### config.mk
export PLATFORM = sky130hd
export DESIGN_NAME = reg_access_sequencer
export DESIGN_NICKNAME = d
export VERILOG_FILES = /design/src/rtl/reg_access_pkg.sv /design/src/rtl/reg_wr_fifo.sv /design/src/rtl/reg_access_sequencer.sv
export SDC_FILE = /design/constraint.sdc
export NUM_CORES = 1
export LEC_CHECK = 0
export BUFFER_PORTS_ARGS = -buffer_cell sky130_fd_sc_hd__buf_2
export CORE_MARGIN = 10
export CORE_UTILIZATION = 32
export DETAILED_ROUTE_END_ITERATION = 8
export GPL_ROUTABILITY_DRIVEN = 0
export MAX_ROUTING_LAYER = met4
export SYNTH_ARGS = -nofsm -noshare
export SYNTH_HDL_FRONTEND = slang
export SYNTH_SLANG_ARGS = --single-unit
export TNS_END_PERCENT = 5
### constraint.sdc
create_clock -name clock -period 2.45 [get_ports clock]
set_clock_uncertainty 0.05 [all_clocks]
set_input_delay 0.1225 -clock clock [delete_from_list [all_inputs] [get_ports clock]]
set_output_delay 0.1225 -clock clock [all_outputs]
set_load 0.01 [all_outputs]
### src/rtl/reg_access_pkg.sv
// Shared types and constants for the register-file access sequencer.
package reg_access_pkg;

  localparam int DEF_DATA_W = 32;
  localparam int DEF_ADDR_W = 5;

  localparam logic RF_READ  = 1'b1;
  localparam logic RF_WRITE = 1'b0;

  typedef enum logic [1:0] {
    IDLE     = 2'd0,
    RD_ISSUE = 2'd1,
    RD_WAIT  = 2'd2,
    WR_ISSUE = 2'd3
  } seq_state_e;

endpackage

### src/rtl/reg_wr_fifo.sv
// Small synchronous FIFO of {addr, data} write requests with count/full/empty flags.
module reg_wr_fifo
  import reg_access_pkg::*;
#(
  parameter int ADDR_W = DEF_ADDR_W,
  parameter int DATA_W = DEF_DATA_W,
  parameter int DEPTH  = 2
) (
  input  logic                     clock,
  input  logic                     reset_n,
  input  logic                     push,
  input  logic [ADDR_W-1:0]        push_addr,
  input  logic [DATA_W-1:0]        push_data,
  input  logic                     pop,
  output logic [ADDR_W-1:0]        head_addr,
  output logic [DATA_W-1:0]        head_data,
  output logic [$clog2(DEPTH):0]   count,
  output logic                     full,
  output logic                     empty
);

  localparam int PTR_W = $clog2(DEPTH);
  localparam logic [PTR_W-1:0] PTR_ONE   = PTR_W'(1);
  localparam logic [PTR_W:0]   CNT_ONE   = (PTR_W + 1)'(1);
  localparam logic [PTR_W:0]   DEPTH_CNT = (PTR_W + 1)'(DEPTH);

  logic [ADDR_W-1:0] addr_mem_r [DEPTH];
  logic [DATA_W-1:0] data_mem_r [DEPTH];
  logic [PTR_W-1:0]  wr_ptr_r;
  logic [PTR_W-1:0]  rd_ptr_r;
  logic [PTR_W:0]    count_r;
  logic              do_push_s;
  logic              do_pop_s;

  assign full      = (count_r == DEPTH_CNT);
  assign empty     = (count_r == '0);
  assign count     = count_r;
  assign head_addr = addr_mem_r[rd_ptr_r];
  assign head_data = data_mem_r[rd_ptr_r];
  assign do_push_s = push && !full;
  assign do_pop_s  = pop && !empty;

  // Storage, pointers and occupancy; pointers wrap naturally since DEPTH is a power of two.
  always_ff @(posedge clock or negedge reset_n) begin
    if (!reset_n) begin
      for (int i = 0; i < DEPTH; i++) begin
        addr_mem_r[i] <= '0;
        data_mem_r[i] <= '0;
      end
      wr_ptr_r <= '0;
      rd_ptr_r <= '0;
      count_r  <= '0;
    end else begin
      if (do_push_s) begin
        addr_mem_r[wr_ptr_r] <= push_addr;
        data_mem_r[wr_ptr_r] <= push_data;
        wr_ptr_r             <= wr_ptr_r + PTR_ONE;
      end
      if (do_pop_s) begin
        rd_ptr_r <= rd_ptr_r + PTR_ONE;
      end
      case ({do_push_s, do_pop_s})
        2'b10:   count_r <= count_r + CNT_ONE;
        2'b01:   count_r <= count_r - CNT_ONE;
        default: count_r <= count_r;
      endcase
    end
  end

endmodule

### src/rtl/reg_access_sequencer.sv
// Owns the register file's shared rw/addr/data ports: drains queued writes ahead of
// later reads and sequences the register file's registered-read timing.
module reg_access_sequencer
  import reg_access_pkg::*;
#(
  parameter int DATA_W         = DEF_DATA_W,
  parameter int ADDR_W         = DEF_ADDR_W,
  parameter int WQ_DEPTH       = 2,
  parameter bit ZERO_HARDWIRED = 1'b1
) (
  input  logic              clock,
  input  logic              reset_n,
  input  logic              rd_req,
  input  logic [ADDR_W-1:0] rd_addr1,
  input  logic [ADDR_W-1:0] rd_addr2,
  output logic              rd_ready,
  output logic              rd_valid,
  output logic [DATA_W-1:0] rd_data1,
  output logic [DATA_W-1:0] rd_data2,
  input  logic              wr_req,
  input  logic [ADDR_W-1:0] wr_addr,
  input  logic [DATA_W-1:0] wr_data,
  output logic              wr_ready,
  output logic              rf_rw,
  output logic [ADDR_W-1:0] rf_addr1,
  output logic [ADDR_W-1:0] rf_addr2,
  output logic [DATA_W-1:0] rf_data_in1,
  output logic [DATA_W-1:0] rf_data_in2,
  input  logic [DATA_W-1:0] rf_data_out1,
  input  logic [DATA_W-1:0] rf_data_out2
);

  localparam int CNT_W = $clog2(WQ_DEPTH) + 1;

  seq_state_e        state_r, state_nxt_s;
  logic [CNT_W-1:0]  count_s;
  logic              full_s, empty_s;
  logic              push_s, pop_s, wr_zero_s;
  logic [ADDR_W-1:0] head_addr_s;
  logic [DATA_W-1:0] head_data_s;

  logic              rf_rw_r, rf_rw_nxt_s;
  logic [ADDR_W-1:0] rf_addr1_r, rf_addr1_nxt_s, rf_addr2_r, rf_addr2_nxt_s;
  logic [DATA_W-1:0] rf_data_in1_r, rf_data_in1_nxt_s, rf_data_in2_r, rf_data_in2_nxt_s;
  logic              rd_valid_r, rd_valid_nxt_s;
  logic [DATA_W-1:0] rd_data1_r, rd_data1_nxt_s, rd_data2_r, rd_data2_nxt_s;

  function automatic logic [DATA_W-1:0] zero_fix(input logic [ADDR_W-1:0] addr,
                                                 input logic [DATA_W-1:0] data);
    logic [DATA_W-1:0] res;
    if (ZERO_HARDWIRED && (addr == '0)) res = '0;
    else                                res = data;
    return res;
  endfunction

  // Writes to the hardwired zero register are acknowledged but never reach the queue.
  assign wr_zero_s = ZERO_HARDWIRED && (wr_addr == '0);
  assign wr_ready  = !full_s;
  assign push_s    = wr_req && !full_s && !wr_zero_s;
  assign rd_ready  = (state_r == IDLE) && (count_s == '0) && !wr_req;

  reg_wr_fifo #(
    .ADDR_W (ADDR_W),
    .DATA_W (DATA_W),
    .DEPTH  (WQ_DEPTH)
  ) u_wr_fifo (
    .clock     (clock),
    .reset_n   (reset_n),
    .push      (push_s),
    .push_addr (wr_addr),
    .push_data (wr_data),
    .pop       (pop_s),
    .head_addr (head_addr_s),
    .head_data (head_data_s),
    .count     (count_s),
    .full      (full_s),
    .empty     (empty_s)
  );

  // Next state, next register-file port values and read capture.
  always_comb begin
    state_nxt_s       = state_r;
    pop_s             = 1'b0;
    rf_rw_nxt_s       = RF_READ;
    rf_addr1_nxt_s    = rf_addr1_r;
    rf_addr2_nxt_s    = rf_addr2_r;
    rf_data_in1_nxt_s = rf_data_in1_r;
    rf_data_in2_nxt_s = rf_data_in2_r;
    rd_valid_nxt_s    = 1'b0;
    rd_data1_nxt_s    = rd_data1_r;
    rd_data2_nxt_s    = rd_data2_r;
    case (state_r)
      IDLE: begin
        if (!empty_s) begin
          state_nxt_s = WR_ISSUE;
        end else if (rd_req && rd_ready) begin
          state_nxt_s    = RD_ISSUE;
          rf_addr1_nxt_s = rd_addr1;
          rf_addr2_nxt_s = rd_addr2;
        end else begin
          state_nxt_s = IDLE;
        end
      end
      WR_ISSUE: begin
        if (!empty_s) state_nxt_s = WR_ISSUE;
        else          state_nxt_s = IDLE;
      end
      RD_ISSUE: state_nxt_s = RD_WAIT;
      RD_WAIT: begin
        state_nxt_s    = IDLE;
        rd_valid_nxt_s = 1'b1;
        rd_data1_nxt_s = zero_fix(rf_addr1_r, rf_data_out1);
        rd_data2_nxt_s = zero_fix(rf_addr2_r, rf_data_out2);
      end
      default: state_nxt_s = IDLE;
    endcase
    // The queue head is popped on entry to each WR_ISSUE cycle and presented on both ports.
    if (state_nxt_s == WR_ISSUE) begin
      pop_s             = 1'b1;
      rf_rw_nxt_s       = RF_WRITE;
      rf_addr1_nxt_s    = head_addr_s;
      rf_addr2_nxt_s    = head_addr_s;
      rf_data_in1_nxt_s = head_data_s;
      rf_data_in2_nxt_s = head_data_s;
    end else begin
      pop_s = 1'b0;
    end
  end

  // State and registered outputs.
  always_ff @(posedge clock or negedge reset_n) begin
    if (!reset_n) begin
      state_r       <= IDLE;
      rf_rw_r       <= RF_READ;
      rf_addr1_r    <= '0;
      rf_addr2_r    <= '0;
      rf_data_in1_r <= '0;
      rf_data_in2_r <= '0;
      rd_valid_r    <= 1'b0;
      rd_data1_r    <= '0;
      rd_data2_r    <= '0;
    end else begin
      state_r       <= state_nxt_s;
      rf_rw_r       <= rf_rw_nxt_s;
      rf_addr1_r    <= rf_addr1_nxt_s;
      rf_addr2_r    <= rf_addr2_nxt_s;
      rf_data_in1_r <= rf_data_in1_nxt_s;
      rf_data_in2_r <= rf_data_in2_nxt_s;
      rd_valid_r    <= rd_valid_nxt_s;
      rd_data1_r    <= rd_data1_nxt_s;
      rd_data2_r    <= rd_data2_nxt_s;
    end
  end

  assign rf_rw       = rf_rw_r;
  assign rf_addr1    = rf_addr1_r;
  assign rf_addr2    = rf_addr2_r;
  assign rf_data_in1 = rf_data_in1_r;
  assign rf_data_in2 = rf_data_in2_r;
  assign rd_valid    = rd_valid_r;
  assign rd_data1    = rd_data1_r;
  assign rd_data2    = rd_data2_r;

endmodule

==> results by group <==
Die
  • Row Count: 57
  • Area of the die: 31800 µm²
  • Die width: 178 µm
  • Placeable Area: 24500 µm²
  • Initial Util: 32.8%
  • Die height: 178 µm
  • I/O Pins: 257

STA
  • Tcrit/Tclk final: 87.1%
  • Slew @ Worst Pin: 685 ps
  • RSZ-0062 raised after global routing: false
  • Setup tns final: 0 ps
  • FMAX: 469 MHz
  • Slew margin rel.: 54.3%
  • Min cycle time layout: 2130 ps
  • Setup violators final: 0
  • Slew Viols, Final: 0
  • Fin. Hold Viols: 0

Logic synthesis
  • Compound-Gate Fraction of Synth Area: 9.93%
  • Mapped Area: 8020 µm²
  • Register area share after synthesis: 58.6%
  • Xor/xnor cell area share of the yosys netlist: 0.655%
  • Mux cell area share after synthesis: 15.8%
  • Mapped Nets: 812
  • Netlist cell types: 33
  • Post-Syn Instances: 696
  • Largest family of logic cells by synthesized area: multiplexers
  • Synth Area in Adders: 0.156%
  • Yosys warning total: 0
  • Simple-gate share of the synthesized area: 8.58%
  • Yosys reg bits: 188
  • Mean area per synthesized cell: 11.5 µm²

Finish
  • Share of layout cells above drive strength 1: 38.0%
  • Layout Nets: 1147
  • # fillers: 2221
  • Design area: 11200 µm²
  • Post-Layout Cell Count: 1368
  • Synth-to-Final Area Change: 39.6%
  • Leading cell type in the layout, fill and taps excluded: buf_2
  • Commonest cells after routing, fill and taps aside: buf_2 (255), dfrtp_1 (186), nand2_1 (149)

Drt
  • DR DRC count: 0
  • Initial DRC count: 529
  • First-pass iteration count of the detailed router: 4
  • DR vias: 6352
  • DRT antenna net count: 0
  • DRT Wirelength: 24400 µm
  • DR vias/cell: 4.64
  • Drt wl/cell: 17.8 µm

Clock network
  • Clk sinks: 188
  • CTS root buffer: clkbuf_16
  • Clock Path Buffers: 2
  • TritonCTS Buffers: 17
  • CTS tree: built
  • Htree depth: 4
  • Clk Latency, worst-skew pair: 420 ps
  • Post-CTS Hold Fix Bufs: 112
  • Post-CTS Setup Repair Bufs: 0
  • Clock transition at the registers of the reported paths: 70 ps
  • CTS resizes: 0

Min path
  • Hold Path Sink: u_wr_fifo.wr_ptr_r
  • Worst hold path stage count: 3
  • Min-Delay Startpoint: wr_req
  • Hold Path Class: primary input to register

Placement
  • Placed Cells: 1224
  • IO Port Bufs: 256
  • Post-DP HPWL: 16400 µm
  • DP Area: 9530 µm²

Power and ir drop
  • Worst vdd ir: 0.586 mV
  • Leak: 5.37 nW
  • Power density over the cells: 1350 nW/µm²

Worst setup path
  • Reg2reg start: state_r[1]
  • Crit path arrival time: 2390 ps
  • R2R Setup Slk: 390 ps
  • Worst Setup End Kind: register
  • Setup CP Type: primary input to register
  • Critical path data required time: 2700 ps
  • CP max FO: 17
  • Worst R2R Path Depth: 5
  • Critical path startpoint category: primary input
  • RR Endpoint: rf_addr1[2]

GRT
  • Tot GR Track Use: 15.4%
  • Initial antenna violation count: 1
  • Largest net degree at the start of global routing: 67
  • Vias in the first global route: 6900
  • First-pass GRT wire length: 38000 µm
  • Global route overflow: 0

Run status
  • Status: completed

Job
  • Max Cap Violations: 0
==> cells by family (layout without fill, tap and decap cells) <==
group / count (synthesis) / count (layout)
compound gates: 147 / 147
xor+xnor: 6 / 6
buf+inv: 80 / 427
simple gates: 168 / 168
flops: 188 / 188
fa+ha+maj: 1 / 1
mux: 106 / 106
other cells: 0 / 1
==> Yosys cell counts, drive strengths merged <==
cell type / number / area, µm²
clkbuf: 31 / 116
dfstp: 1 / 26.3
nor2: 5 / 18.8
a21oi: 1 / 5.00
ha: 1 / 12.5
dfrtp: 187 / 4680
a2111oi: 5 / 43.8
xnor2: 4 / 35.0
nor4b: 2 / 23.8
nand2b: 3 / 18.8
buf: 46 / 374
mux2: 74 / 946
xor2: 2 / 17.5
a31oi: 10 / 62.6
nand2: 149 / 559
inv: 2 / 7.51
clkinv: 1 / 3.75
mux2i: 32 / 320
or4b: 1 / 10.0
o211ai: 1 / 7.51
nor2b: 5 / 31.3
or4: 3 / 26.3
o2111a: 1 / 11.3
o21ai: 128 / 641
o2111ai: 1 / 26.3
==> through the flow <==
stage | utilization (%) | total power [mW] | worst slack (ps) | hold slack, ps
floorplan | - | 10.0 | 748 | -223
global placement | 38.9 | 12.3 | 371 | 124
detailed placement | 38.9 | 12.5 | 337 | 124
CTS | 45.8 | 15.4 | 310 | 58.1
global route | 45.8 | 16.3 | 245 | 94.1
finish | 45.8 | 15.1 | 316 | 75.6
==> worst max path at each step <==
stage          startpoint                        to  slack, ps
6_report       wr_addr[3]  u_wr_fifo.data_mem_r[48]        320
5_1_grt        state_r[1]               rf_addr2[1]        240
3_5_place_dp   state_r[1]               rf_addr1[1]        340
3_3_place_gp   state_r[1]               rf_addr1[1]        370
4_1_cts        state_r[1]               rf_addr1[1]        310
2_1_floorplan  wr_addr[3]  u_wr_fifo.data_mem_r[33]        750
==> power breakdown <==
part           switching (mW)  internal, mW
Sequential              0.984          4.74
Clock                    1.22          1.43
Combinational            3.70          3.07
==> sequential cells by signal, indices dropped and copies added (netlist names), 2 cells and up <==
signal / flops
rf_addr1: 5
rf_data_in2: 32
rd_data2: 32
u_wr_fifo.count: 2
u_wr_fifo.data_mem_r: 64
rf_addr2: 5
rd_data1: 32
u_wr_fifo.addr_mem_r: 10
state_r: 2
==> final cells by class <==
| cell class | instances | area [µm²] | area share, % |
|---|---|---|---|
| Inverter | 3 | 11.3 | 0.101 |
| Clock buffer | 18 | 439 | 3.92 |
| Multi-Input combinational cell | 428 | 2850 | 25.4 |
| Clock inverter | 13 | 116 | 1.04 |
| Sequential cell | 188 | 4710 | 42.0 |
| Timing Repair Buffer | 393 | 2670 | 23.9 |
| Antenna cell | 1 | 2.50 | 0.0223 |
| Tap cell | 324 | 405 | 3.62 |
==> per-layer routing <==
metal	GRT usage (%)	wire length [µm]
met1	19.1	11000
met2	24.9	11600
met3	3.66	1550
met4	4.10	286
met5	-	0
==> critical path, stage by stage <==
cell,delay (ps)
dlygate4sd3_1,550
buf_2,140
or4_4,570
o2111ai_4,430
buf_12,220
mux2_2,340
Note: power is estimated with default switching activity, not from simulation.
